**src/rtl/ps2_keyboard_receiver.sv**
```systemverilog
// PS/2 device-to-host receiver for the eLC-3 keyboard MMIO path.
// Conditions the raw PS/2 lines, decodes frames and queues scan codes.
module ps2_keyboard_receiver #(
  parameter int FIFO_DEPTH     = 8,
  parameter int FILTER_LEN     = 8,
  parameter int TIMEOUT_CYCLES = 100000
) (
  input  logic        Clk,
  input  logic        Reset,
  input  logic        PS2_CLK,
  input  logic        PS2_DATA,
  input  logic        Read_Ack,
  input  logic        Clear_Err,
  output logic [15:0] Data_ToMemCtl,
  output logic        Ready,
  output logic        Overflow,
  output logic        Frame_Err
);

  localparam int AW = $clog2(FIFO_DEPTH);
  localparam int FW = $clog2(FILTER_LEN + 1);
  localparam int TW = $clog2(TIMEOUT_CYCLES + 1);
  localparam logic [AW:0]   C_FULL = (AW+1)'(FIFO_DEPTH);
  localparam logic [FW-1:0] C_FLT  = FW'(FILTER_LEN - 1);
  localparam logic [TW-1:0] C_TO   = TW'(TIMEOUT_CYCLES - 1);

  typedef enum logic [1:0] {
    S_IDLE, S_DATA, S_PAR, S_STOP
  } state_t;

  logic [1:0]    r_clk_s;
  logic [1:0]    r_dat_s;
  logic          r_clk_f;
  logic          r_clk_fd;
  logic [FW-1:0] r_flt_cnt;
  logic          r_fall;

  state_t        r_state;
  state_t        w_next;
  logic [2:0]    r_bit_cnt;
  logic [7:0]    r_shift;
  logic          r_par;
  logic [TW-1:0] r_to_cnt;

  logic          w_bit;
  logic          w_par_ok;
  logic          w_timeout;
  logic          w_push;
  logic          w_ferr_set;

  logic [7:0]    r_mem [FIFO_DEPTH];
  logic [AW-1:0] r_wptr;
  logic [AW-1:0] r_rptr;
  logic [AW:0]   r_count;
  logic          r_ovf;
  logic          r_ferr;

  logic          w_pop;
  logic          w_full;
  logic          w_wr;
  logic          w_ovf_set;

  // Filtered clock only moves after FILTER_LEN agreeing samples
  always_ff @(posedge Clk or posedge Reset) begin
    if (Reset) begin
      r_clk_s   <= 2'b11;
      r_dat_s   <= 2'b11;
      r_clk_f   <= 1'b1;
      r_clk_fd  <= 1'b1;
      r_flt_cnt <= '0;
      r_fall    <= 1'b0;
    end else begin
      r_clk_s <= {r_clk_s[0], PS2_CLK};
      r_dat_s <= {r_dat_s[0], PS2_DATA};
      if (r_clk_s[1] == r_clk_f) begin
        r_flt_cnt <= '0;
      end else if (r_flt_cnt == C_FLT) begin
        r_clk_f   <= r_clk_s[1];
        r_flt_cnt <= '0;
      end else begin
        r_flt_cnt <= r_flt_cnt + 1'b1;
      end
      r_clk_fd <= r_clk_f;
      r_fall   <= r_clk_fd & ~r_clk_f;
    end
  end

  assign w_bit     = r_dat_s[1];
  assign w_timeout = (r_state != S_IDLE) && !r_fall
                  && (r_to_cnt == C_TO);

  always_ff @(posedge Clk or posedge Reset) begin
    if (Reset) r_state <= S_IDLE;
    else       r_state <= w_next;
  end

  always_comb begin
    w_next = r_state;
    if (w_timeout) begin
      w_next = S_IDLE;
    end else if (r_fall) begin
      unique case (r_state)
        S_IDLE: if (!w_bit) w_next = S_DATA;
        S_DATA: if (r_bit_cnt == 3'd7) w_next = S_PAR;
        S_PAR:  w_next = S_STOP;
        S_STOP: w_next = S_IDLE;
        default: w_next = S_IDLE;
      endcase
    end
  end

  always_comb begin
    w_par_ok   = ^{r_shift, r_par};
    w_push     = 1'b0;
    w_ferr_set = w_timeout;
    if (r_fall && r_state == S_STOP) begin
      w_push     = w_bit & w_par_ok;
      w_ferr_set = ~(w_bit & w_par_ok);
    end
  end

  always_ff @(posedge Clk or posedge Reset) begin
    if (Reset) begin
      r_bit_cnt <= '0;
      r_shift   <= '0;
      r_par     <= 1'b0;
      r_to_cnt  <= '0;
    end else begin
      if (r_fall && r_state == S_IDLE) r_bit_cnt <= '0;
      if (r_fall && r_state == S_DATA) begin
        r_shift   <= {w_bit, r_shift[7:1]};
        r_bit_cnt <= r_bit_cnt + 1'b1;
      end
      if (r_fall && r_state == S_PAR) r_par <= w_bit;
      if (r_state == S_IDLE || r_fall) r_to_cnt <= '0;
      else                            r_to_cnt <= r_to_cnt + 1'b1;
    end
  end

  assign w_pop     = Read_Ack && (r_count != '0);
  assign w_full    = (r_count == C_FULL);
  assign w_wr      = w_push && (!w_full || w_pop);
  assign w_ovf_set = w_push && w_full && !w_pop;

  always_ff @(posedge Clk) begin
    if (w_wr) r_mem[r_wptr] <= r_shift;
  end

  always_ff @(posedge Clk or posedge Reset) begin
    if (Reset) begin
      r_wptr  <= '0;
      r_rptr  <= '0;
      r_count <= '0;
      r_ovf   <= 1'b0;
      r_ferr  <= 1'b0;
    end else begin
      if (w_wr)  r_wptr <= r_wptr + 1'b1;
      if (w_pop) r_rptr <= r_rptr + 1'b1;
      if (w_wr && !w_pop)      r_count <= r_count + 1'b1;
      else if (!w_wr && w_pop) r_count <= r_count - 1'b1;
      // A same-cycle set beats the clear
      if (w_ovf_set)      r_ovf <= 1'b1;
      else if (Clear_Err) r_ovf <= 1'b0;
      if (w_ferr_set)     r_ferr <= 1'b1;
      else if (Clear_Err) r_ferr <= 1'b0;
    end
  end

  assign Ready         = (r_count != '0);
  assign Data_ToMemCtl = Ready ? {8'h00, r_mem[r_rptr]} : 16'h0000;
  assign Overflow      = r_ovf;
  assign Frame_Err     = r_ferr;

endmodule

```
**config.mk**
```make
export PLATFORM = sky130hd
export DESIGN_NAME = ps2_keyboard_receiver
export DESIGN_NICKNAME = d
export VERILOG_FILES = /design/src/rtl/ps2_keyboard_receiver.sv
export SDC_FILE = /design/constraint.sdc
export NUM_CORES = 1
export LEC_CHECK = 0
export CAP_MARGIN = 25
export CORE_UTILIZATION = 40
export CTS_BUF_LIST = sky130_fd_sc_hd__clkbuf_8
export CTS_CLUSTER_SIZE = 30
export DETAILED_ROUTE_END_ITERATION = 16
export HOLD_SLACK_MARGIN = 0.05
export PLACE_DENSITY = 0.68
export SYNTH_ARGS = -nofsm -noshare
export SYNTH_HDL_FRONTEND = slang
export SYNTH_SLANG_ARGS = --single-unit
```
**constraint.sdc**
```tcl
create_clock -name Clk -period 3.4 [get_ports Clk]
set_clock_uncertainty 0.2 [all_clocks]
set_input_delay 0.68 -clock Clk [delete_from_list [all_inputs] [get_ports Clk]]
set_output_delay 0.68 -clock Clk [all_outputs]
set_load 0.01 [all_outputs]
```
; After elaboration in Yosys (flattened, before gate mapping)
; Memories as Yosys holds them, arrays and structs flattened.
; Index checks and enable logic that the tools add are counted.
[totals]
word_cells = 88
inputBits = 6
memories = 1
ramBits = 64
out_inout_bits = 19
reg_bits = 54
latchBits = 0
rom_bits = 0
[mem_list]
columns = memory, depth, width, rd, rd_ports_with_merged_regs, write_ports, line_no
row1 = r_mem, 8, 8, 1, 0, 1, 51  ; logic [7:0] r_mem [FIFO_DEPTH];
[op_classes]
n_shift = 0
n_lt_le_gt_ge = 0
eq_ne = 10
mul = 0
reduce_logical = 29
div_mod_pow = 0
bitwise_logic = 5
n_addsub = 7
muxes = 20
[ops]
columns = op, n
row1 = "17-bit by 1-bit adder with 17-bit output, second input constant", 1
row2 = "17-bit == test, second input constant", 1
row3 = 17-bit two-way mux, 1
row4 = 4-bit two-way mux, 4
row5 = 1-bit logical AND, 12
row6 = 2-bit nonzero test, 6
row7 = "3-bit by 1-bit adder with 3-bit output, second input constant", 3
row8 = 9-bit XOR reduction, 1
row9 = "4-bit by 1-bit adder with 4-bit output, second input constant", 2
row10 = 2-bit two-way mux, 4
row11 = 8-bit two-way mux, 1
row12 = 2-bit case mux with 4 select lines, 1
row13 = 1-bit two-way mux, 7
row14 = 3-bit two-way mux, 2
row15 = "3-bit != test, second input constant", 2
row16 = "2-bit == test, second input constant", 2
row17 = "4-bit by 3-bit == test with 1-bit output, second input constant", 1
row18 = "4-bit == test, second input constant", 1
row19 = 1-bit zero test, 4
row20 = 4-bit nonzero test, 1
row21 = "4-bit by 1-bit subtractor with 4-bit output, second input constant", 1
row22 = "3-bit == test, second input constant", 1
row23 = 1-bit NOT, 3
row24 = 3-bit AND reduction, 1
row25 = 6 further kinds, 8

; Longest topological paths before layout
; Gate-level depths: netlist of the first run.
[logic_depth]
depth_word = 8
ltp_mapped = 13

; Worst setup path after synthesis of the first run
; No wires, ideal clock.
[synth_path]
path_kind = flip-flop to flip-flop
from = register r_shift[1]
to = register r_count[3]
synth_period_minus_slack_ps = 2948
arrival_ps = 2623
t_required_ps = 3075
n_path_buf = 0
slack_ps = 452
path_stages_with_launch = 14
path_cell_list = dfrtp_1 > xnor2_1 > xnor3_2 > xnor2_4 > nand2_4 > inv_1 > ha_1 > inv_1 > ha_1 > a21o_1 > a21oi_1 > xnor2_1 > nor2_1 > xor2_1
[synth_via]
elab_chain_cells = 7
[synth_rtl]
columns = element, line_no
row1 = start: declaration, 41  ; logic [7:0] r_shift;
row2 = start signal: assignment, 131  ; r_shift <= {w_bit, r_shift[7:1]};
row3 = 9-bit XOR reduction *, 113  ; w_par_ok = ^{r_shift, r_par};
row4 = 1-bit bitwise AND *, 117  ; w_push = w_bit & w_par_ok;
row5 = 1-bit two-way mux *, 116  ; if (r_fall && r_state == S_STOP) begin
row6 = 1-bit logical AND *, 142  ; assign w_wr = w_push && (!w_full || w_pop);
row7 = named net w_wr, 60  ; logic w_wr;
row8 = 1-bit zero test, 160  ; else if (!w_wr && w_pop) r_count <= r_count - 1'b1;
row9 = 1-bit logical AND, 160
row10 = 2-bit nonzero test (no line), n/a
row11 = end signal: assignment, 159  ; if (w_wr && !w_pop) r_count <= r_count + 1'b1;
row12 = end signal: assignment, 160
row13 = end: declaration, 54  ; logic [AW:0] r_count;
; The timed path passes the listed nets; every way through them passes the cells marked *.
; A chain may end at the register's enable or synchronous reset.

; Worst setup path in the final report of the first run
[layout_path]
from = register r_rptr[0]
to = output Data_ToMemCtl[7]
[layout_via]
elab_chain_cells = 2
[layout_rtl]
columns = element, line_no
row1 = start: declaration, 53  ; logic [AW-1:0] r_rptr;
row2 = start signal: assignment, 158  ; if (w_pop) r_rptr <= r_rptr + 1'b1;
row3 = memory 8 x 8 bit, n/a
row4 = 8-bit two-way mux, 170  ; assign Data_ToMemCtl = Ready ? {8'h00, r_mem[r_rptr]} : 16'h0000;
row5 = end: declaration, 14  ; output logic [15:0] Data_ToMemCtl,
; Every way passes these cells.

==> results of run 1 <==
[routing by layer]
layer / track usage / vias to the layer above
met5: 0 / -
met4: 0.05974 / 0
met3: 0.04428 / 13
met2: 0.2416 / 51
met1: 0.1701 / 1389
li1: - / 1323
[path summary, 6_finish.rpt]
check | start | to | slack (ps)
min | r_clk_s[0]$_DFF_PP1_ | r_clk_s[1]$_DFF_PP1_ | 160
min in group asynchronous | Reset | r_count[0]$_DFFE_PP0P_ | 560
max reg2reg | r_shift[4]$_DFFE_PP0P_ | r_count[3]$_DFFE_PP0P_ | 200
min reg2reg | r_clk_s[0]$_DFF_PP1_ | r_clk_s[1]$_DFF_PP1_ | 160
max in group asynchronous | Reset | r_shift[3]$_DFFE_PP0P_ | 1790
max | r_rptr[0]$_DFFE_PP0N_ | Data_ToMemCtl[7] | 180
[Yosys cell counts, drive strengths merged (4+ instances only)]
master	number
a21oi	4
buf	13
dfrtp	48
dfstp	6
edfxtp	64
ha	13
inv	11
mux2	11
mux2i	9
mux4	16
nand2	22
nand3	10
nand4	5
nor2	34
nor3	9
nor4	4
o21ai	10
xnor2	19
xor2	10
[sequential cells by signal, indices dropped and copies added, names as in the netlist, 2 cells and up]
| name | flops |
|---|---|
| r_state | 2 |
| r_clk_s | 2 |
| r_bit_cnt | 3 |
| r_shift | 8 |
| r_mem | 64 |
| r_count | 4 |
| r_rptr | 3 |
| r_to_cnt | 17 |
| r_wptr | 3 |
| r_dat_s | 2 |
| r_flt_cnt | 4 |
[logic make-up after synthesis]
group / share of synthesized area
AOI/OAI and AO/OA: 0.02631
xor gates and xnor gates: 0.05973
muxes: 0.1136
adders and majority gates: 0.03589
DFF: 0.6445
buffers and inverters: 0.02630
and+or+nand+nor: 0.09292
other: 0.0007368
[metrics by stage]
step	hold slack [ps]	setup WS [ps]	cell area (sq um)
after floorplan	145.2	452.0	5116
after global placement	146.2	82.21	5492
after detailed placement	146.8	43.82	5492
after CTS	157.6	16.65	5847
after global routing	159.3	5.077	5852
final	156.1	181.3	5852
[layout by cell type (no fill, tap or decap), types with 2 or more instances in the layout]
master,n
sky130_fd_sc_hd__edfxtp_1,64
sky130_fd_sc_hd__dfrtp_1,47
sky130_fd_sc_hd__nor2_1,34
sky130_fd_sc_hd__nand2_1,21
sky130_fd_sc_hd__xnor2_1,17
sky130_fd_sc_hd__clkbuf_8,17
sky130_fd_sc_hd__mux4_2,16
sky130_fd_sc_hd__clkdlybuf4s50_1,16
sky130_fd_sc_hd__ha_1,13
sky130_fd_sc_hd__buf_4,12
sky130_fd_sc_hd__o21ai_0,10
sky130_fd_sc_hd__inv_1,10
sky130_fd_sc_hd__nand3_1,10
sky130_fd_sc_hd__mux2_2,10
sky130_fd_sc_hd__xor2_1,10
sky130_fd_sc_hd__nor3_1,9
sky130_fd_sc_hd__mux2i_1,9
sky130_fd_sc_hd__conb_1,8
sky130_fd_sc_hd__inv_6,6
sky130_fd_sc_hd__dfstp_2,6
sky130_fd_sc_hd__nand4_1,5
sky130_fd_sc_hd__a21oi_1,4
sky130_fd_sc_hd__clkinvlp_4,4
sky130_fd_sc_hd__nand2b_1,3
sky130_fd_sc_hd__nor4_1,3
sky130_fd_sc_hd__and3_1,3
sky130_fd_sc_hd__a32o_1,2
sky130_fd_sc_hd__or2_2,2
sky130_fd_sc_hd__o22a_1,2
sky130_fd_sc_hd__or3_1,2
sky130_fd_sc_hd__nor2b_1,2
sky130_fd_sc_hd__clkinv_4,2
sky130_fd_sc_hd__clkinv_2,2
[cell type report]
type / instances / share of cell area
clock inverter: 15 / 0.02074
inverter: 11 / 0.007056
multi-input combinational: 208 / 0.2908
timing repair buffer: 29 / 0.04469
tap: 168 / 0.03592
clock buffer: 17 / 0.03998
sequential: 118 / 0.5608
[worst reg2reg max path: stages, from the launching register on]
cell and delay (ps):
sky130_fd_sc_hd__dfrtp_1 530, sky130_fd_sc_hd__xnor2_1 160, sky130_fd_sc_hd__xnor3_2 500, sky130_fd_sc_hd__xnor2_4 270, sky130_fd_sc_hd__nand2_4 110, sky130_fd_sc_hd__inv_1 80
sky130_fd_sc_hd__ha_1 180, sky130_fd_sc_hd__inv_1 90, sky130_fd_sc_hd__ha_1 290, sky130_fd_sc_hd__a21o_1 180, sky130_fd_sc_hd__a21oi_1 170, sky130_fd_sc_hd__xnor2_1 130
sky130_fd_sc_hd__nor2_1 60, sky130_fd_sc_hd__xor2_1 140
[power groups by stage]
stage / clock (uW) / combinational (uW) / sequential, uW
floorplan: 0 / 872 / 1840
global placement: 0 / 1050 / 1930
detailed placement: 0 / 1090 / 1940
CTS: 1170 / 1090 / 1910
global route: 1240 / 1180 / 1940
finish: 1140 / 1070 / 1910
[repair_timing]
action	CTS	global route
hold endpoints to repair	0	0
endpoints found under the setup margin	0	3
gates resized for setup	0	2
==> results_tabular.tex, run 1 <==
\begin{tabular}{lr}
\hline
Metric & Value \\
\hline
\multicolumn{2}{l}{\textbf{Run status}} \\
Outcome & complete, no violations \\
\multicolumn{2}{l}{\textbf{Route}} \\
Number of detailed-route iterations in the first pass & 4 \\
Sum of routed wire length over all layers & 8.417 mm \\
Routed length per instance & 14.87 um \\
Met3 routed wirelength & 333 um \\
Antenna viol nets, final & 0 \\
Met1 layer wirelength in the final routing & 3.593 mm \\
Number of DRC violations after detailed routing & 0 \\
DR vias & 2,776 \\
Vias/cell & 4.905 \\
Highest metal layer with signal wires & met4 \\
Wire length on met2 & 4.368 mm \\
Number of design-rule violations left by the first detailed-router iteration & 237 \\
\multicolumn{2}{l}{\textbf{Power and ir drop}} \\
Part of the power in registers & 0.464 \\
Switching share of power & 0.3262 \\
Max VDD drop & 350.3 uV \\
Clock share of power & 0.277 \\
Power density over the cells & 703.6 nW/um\^{}2 \\
Power share of the combinational group & 0.259 \\
Internal power & 2774 uW \\
Net switching power & 1343 uW \\
Post-layout total power & 4117 uW \\
Leakage power & 0.002305 uW \\
\multicolumn{2}{l}{\textbf{Timing}} \\
Setup violation total in the final timing report & 0 \\
Setup repair after global routing missed its margin & no \\
Final number of max-transition violations & 0 \\
Least-Margin Pin Slew & 886.9 ps \\
Portion of the clock cycle consumed by the worst path in the final layout & 0.9467 \\
Minimum period implied by the final worst setup slack & 3219 ps \\
Relative slew slack & 0.4079 \\
Maximum clock rate & 310.7 MHz \\
TNS Setup & 0 ps \\
Total count of hold-check failures in the final report & 0 \\
\multicolumn{2}{l}{\textbf{Synth}} \\
Total number of yosys warnings & 0 \\
Share of flip-flops with an asynchronous set or reset & 0.4576 \\
Synth unique cells & 43 \\
Post-synthesis area per instance & 14.71 sq um \\
Share of Yosys cell area claimed by the top area cell type & 0.3776 \\
Sequential-to-total area share from yosys stat & 0.6445 \\
Most used DFF post-synth & sky130\_fd\_sc\_hd\_\_edfxtp\_1 \\
Synthesized cell area & 5090 sq um \\
Cell types with the largest area share after synthesis & sky130\_fd\_sc\_hd\_\_edfxtp\_1, sky130\_fd\_sc\_hd\_\_dfrtp\_1, sky130\_fd\_sc\_hd\_\_mux4\_2, sky130\_fd\_sc\_hd\_\_ha\_1, sky130\_fd\_sc\_hd\_\_dfstp\_2 \\
Synth area leader & sky130\_fd\_sc\_hd\_\_edfxtp\_1 \\
Flip-flop and latch count after synthesis & 118 \\
Number of synthesized flops with an enable pin & 64 \\
Gate Count Post-Synth & 346 \\
\multicolumn{2}{l}{\textbf{GRT}} \\
Wire length of the first global-routing pass & 13.94 mm \\
Pin count of the biggest net entering global routing & 45 \\
Total global routing overflow & 0 \\
Number of antenna violations at the first check in global routing & 0 \\
Gr usage total & 0.1429 \\
Vias in the first global route & 2,801 \\
\multicolumn{2}{l}{\textbf{Floorplan}} \\
Die ar. & 13,180 sq um \\
Die outline width & 114.8 um \\
Die extent in y & 114.8 um \\
Std-Cell Core Area & 12,210 sq um \\
Initial cell density of the core & 0.4168 \\
Ports placed on the boundary & 25 \\
Site row count & 40 \\
\multicolumn{2}{l}{\textbf{Cells and area}} \\
Final design utilization & 0.4792 \\
Proportion of layout cells with a drive suffix above 1 & 0.2186 \\
\# nets final & 405 \\
Register area & 3282 sq um \\
FILL cells & 1,077 \\
Ant. Diodes & 0 \\
Multi-input logic area & 1702 sq um \\
Layout Cells excl Fill & 566 \\
P\&R area growth vs syn & 14.97\% \\
\multicolumn{2}{l}{\textbf{Setup path}} \\
Top Family by Delay on Critical Path & multiplexers \\
Critical path peak fanout & 18 \\
Startpoint types & flip-flop \\
Worst setup path category & flip-flop to primary output \\
Critical path required time & 2520 ps \\
CP Depth & 5 \\
Register-to-Register Path Depth & 13 \\
CP Data Arrival Time & 2340 ps \\
Buffering stage count on the worst path with inverters included & 2 \\
Type of element capturing the critical path & primary output \\
Cell-by-cell listing of the critical path & buf\_6, mux4\_2, mux2i\_1, nor2\_1, clkdlybuf4s50\_1 \\
Slowest cell on crit path & sky130\_fd\_sc\_hd\_\_mux4\_2 \\
Maximum single-stage delay on the critical path & 550 ps \\
\multicolumn{2}{l}{\textbf{Clocking}} \\
Clock tree from TritonCTS & built \\
Latest clock arrival within the worst-skew pair & 430 ps \\
CTS H-Tree Depth & 4 \\
Number of buffers on the longest clock path & 2 \\
Hold buffers post-CTS & 0 \\
Sinks on Clock Net & 118 \\
Number of setup buffers added after CTS & 0 \\
CTS Buf Count & 17 \\
Clk slew on worst S/H paths & 80 ps \\
Root buffer selected by CTS & sky130\_fd\_sc\_hd\_\_clkbuf\_8 \\
\multicolumn{2}{l}{\textbf{Worst hold path}} \\
Cell count of the worst hold path & 0 \\
Hold Crit Class & flip-flop to flip-flop \\
\multicolumn{2}{l}{\textbf{Placement}} \\
Routability cong. & 0.7305 \\
Post-detail-place hpwl & 5.388 mm \\
Port bufs & 16 \\
Cell count after placement & 534 \\
\multicolumn{2}{l}{\textbf{Job}} \\
Count of maximum capacitance violations & 0 \\
\hline
\end{tabular}
(Power assumes the default switching activity.)
==> run 2, diff against run 1 <==
PLACE_DENSITY = 0.64   (was 0.68)
SLEW_MARGIN = 10   (was default)
==> run 2 against run 1 <==
  * Utilization increased by 0.38 points
  * Sequential cell count unchanged
  * Cell count unchanged
  * Global-route usage increased by 0.18 points
  * Critical endpoint is now Data_ToMemCtl[4]
  * Largest power group unchanged
==> results_tabular.tex, run 2 (synthesis results as in run 1) <==
\begin{tabular}{lr}
\hline
Metric & Value \\
\hline
\multicolumn{2}{l}{\textbf{Run status}} \\
Outcome & complete, no violations \\
\multicolumn{2}{l}{\textbf{Setup path}} \\
CP Data Arrival Time & 2300 ps \\
Critical path peak fanout & 18 \\
Type of element capturing the critical path & primary output \\
Worst setup path category & flip-flop to primary output \\
Startpoint of the most critical register-to-register path & r\_shift[1]\$\_DFFE\_PP0P\_ \\
FF-to-FF End & r\_count[3]\$\_DFFE\_PP0P\_ \\
Register-to-Register Path Depth & 13 \\
Startpoint types & flip-flop \\
R2R Setup Slk & 290 ps \\
Critical path required time & 2520 ps \\
\multicolumn{2}{l}{\textbf{Cells and area}} \\
P\&R area growth vs syn & 15.88\% \\
Max FFs per register & 64 \\
\# nets final & 405 \\
Register ranked first by flip-flop count & r\_mem \\
Commonest non-fill, non-tap cells in the layout & sky130\_fd\_sc\_hd\_\_edfxtp\_1, sky130\_fd\_sc\_hd\_\_dfrtp\_1, sky130\_fd\_sc\_hd\_\_nor2\_1 \\
Most common cell after layout, fill and taps aside & sky130\_fd\_sc\_hd\_\_edfxtp\_1 \\
Final design utilization & 0.4830 \\
Proportion of layout cells with a drive suffix above 1 & 0.2035 \\
Largest registers & r\_mem x64, r\_to\_cnt x17, r\_shift x8 \\
Ant. Diodes & 0 \\
\multicolumn{2}{l}{\textbf{Clocking}} \\
CTS H-Tree Depth & 4 \\
Sinks on Clock Net & 118 \\
Clock tree from TritonCTS & built \\
Number of setup buffers added after CTS & 0 \\
Post-CTS resize count & 1 \\
Clk slew on worst S/H paths & 60 ps \\
Hold buffers post-CTS & 0 \\
Number of buffers on the longest clock path & 2 \\
Root buffer selected by CTS & sky130\_fd\_sc\_hd\_\_clkbuf\_8 \\
Latest clock arrival within the worst-skew pair & 430 ps \\
CTS Buf Count & 17 \\
\multicolumn{2}{l}{\textbf{Worst hold path}} \\
Cell count of the worst hold path & 0 \\
Hold Crit Class & flip-flop to flip-flop \\
Hold path start & r\_clk\_s[0]\$\_DFF\_PP1\_ \\
Hold path endpoint & r\_clk\_s[1]\$\_DFF\_PP1\_ \\
\multicolumn{2}{l}{\textbf{GRT}} \\
Pin count of the biggest net entering global routing & 43 \\
Wire length of the first global-routing pass & 13.74 mm \\
Number of antenna violations at the first check in global routing & 0 \\
Vias in the first global route & 2,780 \\
Total global routing overflow & 0 \\
Gr usage total & 0.1447 \\
\multicolumn{2}{l}{\textbf{Route}} \\
Number of detailed-route iterations in the first pass & 4 \\
DR vias & 2,740 \\
Antenna viol nets, final & 0 \\
Sum of routed wire length over all layers & 8.316 mm \\
Met1 layer wirelength in the final routing & 3.702 mm \\
Number of design-rule violations left by the first detailed-router iteration & 187 \\
Routed length per instance & 14.69 um \\
Met3 routed wirelength & 274 um \\
Wire length on met2 & 4.220 mm \\
Highest metal layer with signal wires & met4 \\
Number of DRC violations after detailed routing & 0 \\
Vias/cell & 4.841 \\
\multicolumn{2}{l}{\textbf{Floorplan}} \\
Site row count & 40 \\
Die outline width & 114.8 um \\
Die extent in y & 114.8 um \\
Std-Cell Core Area & 12,210 sq um \\
Ports placed on the boundary & 25 \\
Die ar. & 13,180 sq um \\
Initial cell density of the core & 0.4168 \\
\multicolumn{2}{l}{\textbf{Power and ir drop}} \\
Max VDD drop & 319.9 uV \\
Leakage power & 0.002344 uW \\
Power density over the cells & 723.5 nW/um\^{}2 \\
\multicolumn{2}{l}{\textbf{Timing}} \\
Maximum clock rate & 314.0 MHz \\
Portion of the clock cycle consumed by the worst path in the final layout & 0.9367 \\
Total count of hold-check failures in the final report & 0 \\
Least-Margin Pin Slew & 824.7 ps \\
Setup repair after global routing missed its margin & no \\
Setup violation total in the final timing report & 0 \\
Relative slew slack & 0.4494 \\
TNS Setup & 0 ps \\
Minimum period implied by the final worst setup slack & 3185 ps \\
Final number of max-transition violations & 0 \\
\multicolumn{2}{l}{\textbf{Placement}} \\
Routability cong. & 0.7399 \\
Post-detail-place hpwl & 5.378 mm \\
Port bufs & 16 \\
\multicolumn{2}{l}{\textbf{Job}} \\
Count of maximum capacitance violations & 0 \\
\hline
\end{tabular}
==> run 2: metrics by stage <==
stage,std cells,hold slack (ps),power (uW),setup WS (ps),area [sq um]
2_1_floorplan,353,145.2,2709,452.0,5116
3_3_place_gp,534,148.7,2992,166.5,5492
3_5_place_dp,534,150.1,3017,130.1,5492
4_1_cts,566,159.4,4326,63.48,5894
5_1_grt,566,163.7,4532,60.06,5898
6_report,566,156.3,4268,215.2,5898
==> run 2: worst max-delay path by stage <==
stage / startpoint / endpoint / slack (ps) / depth (start not counted)
2_1_floorplan: r_shift[1]$_DFFE_PP0P_ / r_count[3]$_DFFE_PP0P_ / 450 / 13
3_3_place_gp: Read_Ack / r_count[3]$_DFFE_PP0P_ / 170 / 13
4_1_cts: r_rptr[0]$_DFFE_PP0N_ / Data_ToMemCtl[4] / 60 / 5
3_5_place_dp: Read_Ack / r_count[3]$_DFFE_PP0P_ / 130 / 13
6_report: r_rptr[0]$_DFFE_PP0N_ / Data_ToMemCtl[4] / 220 / 5
5_1_grt: r_rptr[0]$_DFFE_PP0N_ / Data_ToMemCtl[4] / 60 / 5
==> run 2: per-layer routing <==
| layer | vias to the layer above | track usage |
|---|---|---|
| met1 | 1373 | 0.1757 |
| met4 | 0 | 0.06234 |
| met2 | 37 | 0.2343 |
| met3 | 11 | 0.05219 |
| li1 | 1319 | - |
| met5 | - | 0 |
==> run 2: final cells by class <==
class	count	area (sq um)
sequential	118	3282
inverter	11	41.29
clock inverter	15	167.7
fill	1069	6314
timing repair buffer	29	261.5
multi-input combinational	208	1702
clock buffer	17	234.0
tap	168	210.2
==> run 2: worst max-delay path, cell delays in order, from the launching register on <==
cell and delay (ps):
sky130_fd_sc_hd__dfrtp_1 340, sky130_fd_sc_hd__buf_6 250, sky130_fd_sc_hd__mux4_2 530, sky130_fd_sc_hd__mux2i_1 200, sky130_fd_sc_hd__nor2_1 60, sky130_fd_sc_hd__clkdlybuf4s50_1 470
==> run 2: power by group <==
part / total, uW / switching [uW] / internal (uW)
clock network: 1300 / 526 / 775
registers: 1930 / 239 / 1690
logic: 1040 / 478 / 562
==> run 3, diff against run 2 <==
RECOVER_POWER = 100   (was default)
clock period = 3.6 ns   (was 3.4 ns; I/O delays follow)
==> run 3 against run 2 <==
  * Utilization down 0.49 points
  * Non-clock buffer count down 1
  * Combinational power down 7%
  * Sequential power down 6%
  * Die area unchanged
  * Largest power group unchanged
==> results_tabular.tex, run 3 (synthesis results as in run 1) <==
\begin{tabular}{lr}
\hline
Metric & Value \\
\hline
\multicolumn{2}{l}{\textbf{GRT}} \\
Total global routing overflow & 0 \\
Wire length of the first global-routing pass & 13.96 mm \\
Number of antenna violations at the first check in global routing & 0 \\
Pin count of the biggest net entering global routing & 28 \\
Gr usage total & 0.1459 \\
Vias in the first global route & 2,840 \\
\multicolumn{2}{l}{\textbf{Power and ir drop}} \\
Max VDD drop & 491.6 uV \\
Leakage power & 0.002308 uW \\
Power density over the cells & 682.3 nW/um\^{}2 \\
\multicolumn{2}{l}{\textbf{Floorplan}} \\
Std-Cell Core Area & 12,210 sq um \\
Die ar. & 13,180 sq um \\
Site row count & 40 \\
Die outline width & 114.8 um \\
Initial cell density of the core & 0.4168 \\
Ports placed on the boundary & 25 \\
Die extent in y & 114.8 um \\
\multicolumn{2}{l}{\textbf{Clocking}} \\
Post-CTS resize count & 0 \\
Root buffer selected by CTS & sky130\_fd\_sc\_hd\_\_clkbuf\_8 \\
Number of buffers on the longest clock path & 2 \\
Number of setup buffers added after CTS & 0 \\
Clock tree from TritonCTS & built \\
Hold buffers post-CTS & 0 \\
Sinks on Clock Net & 118 \\
Latest clock arrival within the worst-skew pair & 430 ps \\
Clk slew on worst S/H paths & 70 ps \\
CTS H-Tree Depth & 4 \\
CTS Buf Count & 17 \\
\multicolumn{2}{l}{\textbf{Cells and area}} \\
\# nets final & 404 \\
Register area & 3281 sq um \\
Proportion of layout cells with a drive suffix above 1 & 0.1612 \\
FILL cells & 1,100 \\
Register ranked first by flip-flop count & r\_mem \\
Multi-input logic area & 1694 sq um \\
Ant. Diodes & 0 \\
P\&R area growth vs syn & 14.70\% \\
Most common cell after layout, fill and taps aside & sky130\_fd\_sc\_hd\_\_edfxtp\_1 \\
Commonest non-fill, non-tap cells in the layout & sky130\_fd\_sc\_hd\_\_edfxtp\_1, sky130\_fd\_sc\_hd\_\_dfrtp\_1, sky130\_fd\_sc\_hd\_\_nor2\_1 \\
Largest registers & r\_mem x64, r\_to\_cnt x17, r\_shift x8 \\
Max FFs per register & 64 \\
\multicolumn{2}{l}{\textbf{Timing}} \\
Least-Margin Pin Slew & 1010 ps \\
Relative slew slack & 0.3258 \\
Total count of hold-check failures in the final report & 0 \\
Setup repair after global routing missed its margin & no \\
Final number of max-transition violations & 0 \\
Setup violation total in the final timing report & 0 \\
Worst Hold Slack & 156.4 ps \\
Minimum period implied by the final worst setup slack & 3366 ps \\
Maximum clock rate & 297.1 MHz \\
Portion of the clock cycle consumed by the worst path in the final layout & 0.9349 \\
TNS Setup & 0 ps \\
\multicolumn{2}{l}{\textbf{Placement}} \\
Post-detail-place hpwl & 5.511 mm \\
Port bufs & 16 \\
Routability cong. & 0.7722 \\
\multicolumn{2}{l}{\textbf{Worst hold path}} \\
Hold Crit Class & flip-flop to flip-flop \\
\multicolumn{2}{l}{\textbf{Route}} \\
Vias/cell & 4.842 \\
Number of detailed-route iterations in the first pass & 4 \\
Routed length per instance & 14.65 um \\
DR vias & 2,736 \\
Number of design-rule violations left by the first detailed-router iteration & 143 \\
Number of DRC violations after detailed routing & 0 \\
Sum of routed wire length over all layers & 8.277 mm \\
Antenna viol nets, final & 0 \\
\multicolumn{2}{l}{\textbf{Setup path}} \\
Critical path peak fanout & 18 \\
Type of element capturing the critical path & primary output \\
Worst setup path category & flip-flop to primary output \\
Critical path required time & 2680 ps \\
Startpoint types & flip-flop \\
CP Data Arrival Time & 2450 ps \\
\multicolumn{2}{l}{\textbf{Run status}} \\
Outcome & complete, no violations \\
\multicolumn{2}{l}{\textbf{Job}} \\
Count of maximum capacitance violations & 0 \\
\hline
\end{tabular}
run 3: routing by layer:
layer | routed length [um] | global-route usage | part of all wire | up-vias
li1 | - | - | - | 1318
met1 | 3579 | 0.1667 | 0.43 | 1370
met2 | 4307 | 0.2477 | 0.52 | 32
met3 | 230 | 0.04270 | 0.028 | 16
met4 | 160 | 0.08052 | 0.019 | 0
met5 | 0 | 0 | 0 | -
run 3: where the power goes:
part | switching, uW | internal [uW] | total, uW
sequential | 223 | 1590 | 1820
clock | 495 | 706 | 1200
combinational | 453 | 513 | 967
total | 1170 | 2810 | 3980
run 3: path summary, 6_finish.rpt:
path / startpoint / end / slack, ps / cells after the start
max: r_rptr[1]$_DFFE_PP0N_ / Data_ToMemCtl[4] / 230 / 4
min: r_dat_s[0]$_DFF_PP1_ / r_dat_s[1]$_DFF_PP1_ / 160 / 0
max reg2reg: r_shift[1]$_DFFE_PP0P_ / r_count[3]$_DFFE_PP0P_ / 360 / 13
min reg2reg: r_dat_s[0]$_DFF_PP1_ / r_dat_s[1]$_DFF_PP1_ / 160 / 0
max in group asynchronous: Reset / r_flt_cnt[3]$_DFF_PP0_ / 1220 / 3
min in group asynchronous: Reset / r_state[1]$_DFFE_PP0P_ / 770 / 2
run 3: cell type report:
type | count | share of cell area
clock buffer | 19 | 0.04479
clock inverter | 13 | 0.02422
inverter | 11 | 0.007072
multi-input combinational | 208 | 0.2902
sequential | 118 | 0.5619
tap | 168 | 0.03601
timing repair buffer | 28 | 0.03579
run 3: worst max-delay path, stage by stage, from the launching register on:
cell	delay, ps
sky130_fd_sc_hd__dfrtp_1	850
sky130_fd_sc_hd__mux4_2	410
sky130_fd_sc_hd__mux2i_1	190
sky130_fd_sc_hd__nor2_1	60
sky130_fd_sc_hd__clkdlybuf4s50_1	490
run 3: through the flow:
step                setup slack, ps  cells  power, uW  utilization  instance area (sq um)
finish                        234.5    565       3983       0.4781                   5838
global route                  71.66    565       4231       0.4781                   5838
CTS                           152.6    565       4067       0.4821                   5887
detailed placement            170.7    533       2857       0.4491                   5484
global placement              247.3    533       2815       0.4491                   5484
floorplan                     652.0    353       2558            -                   5116
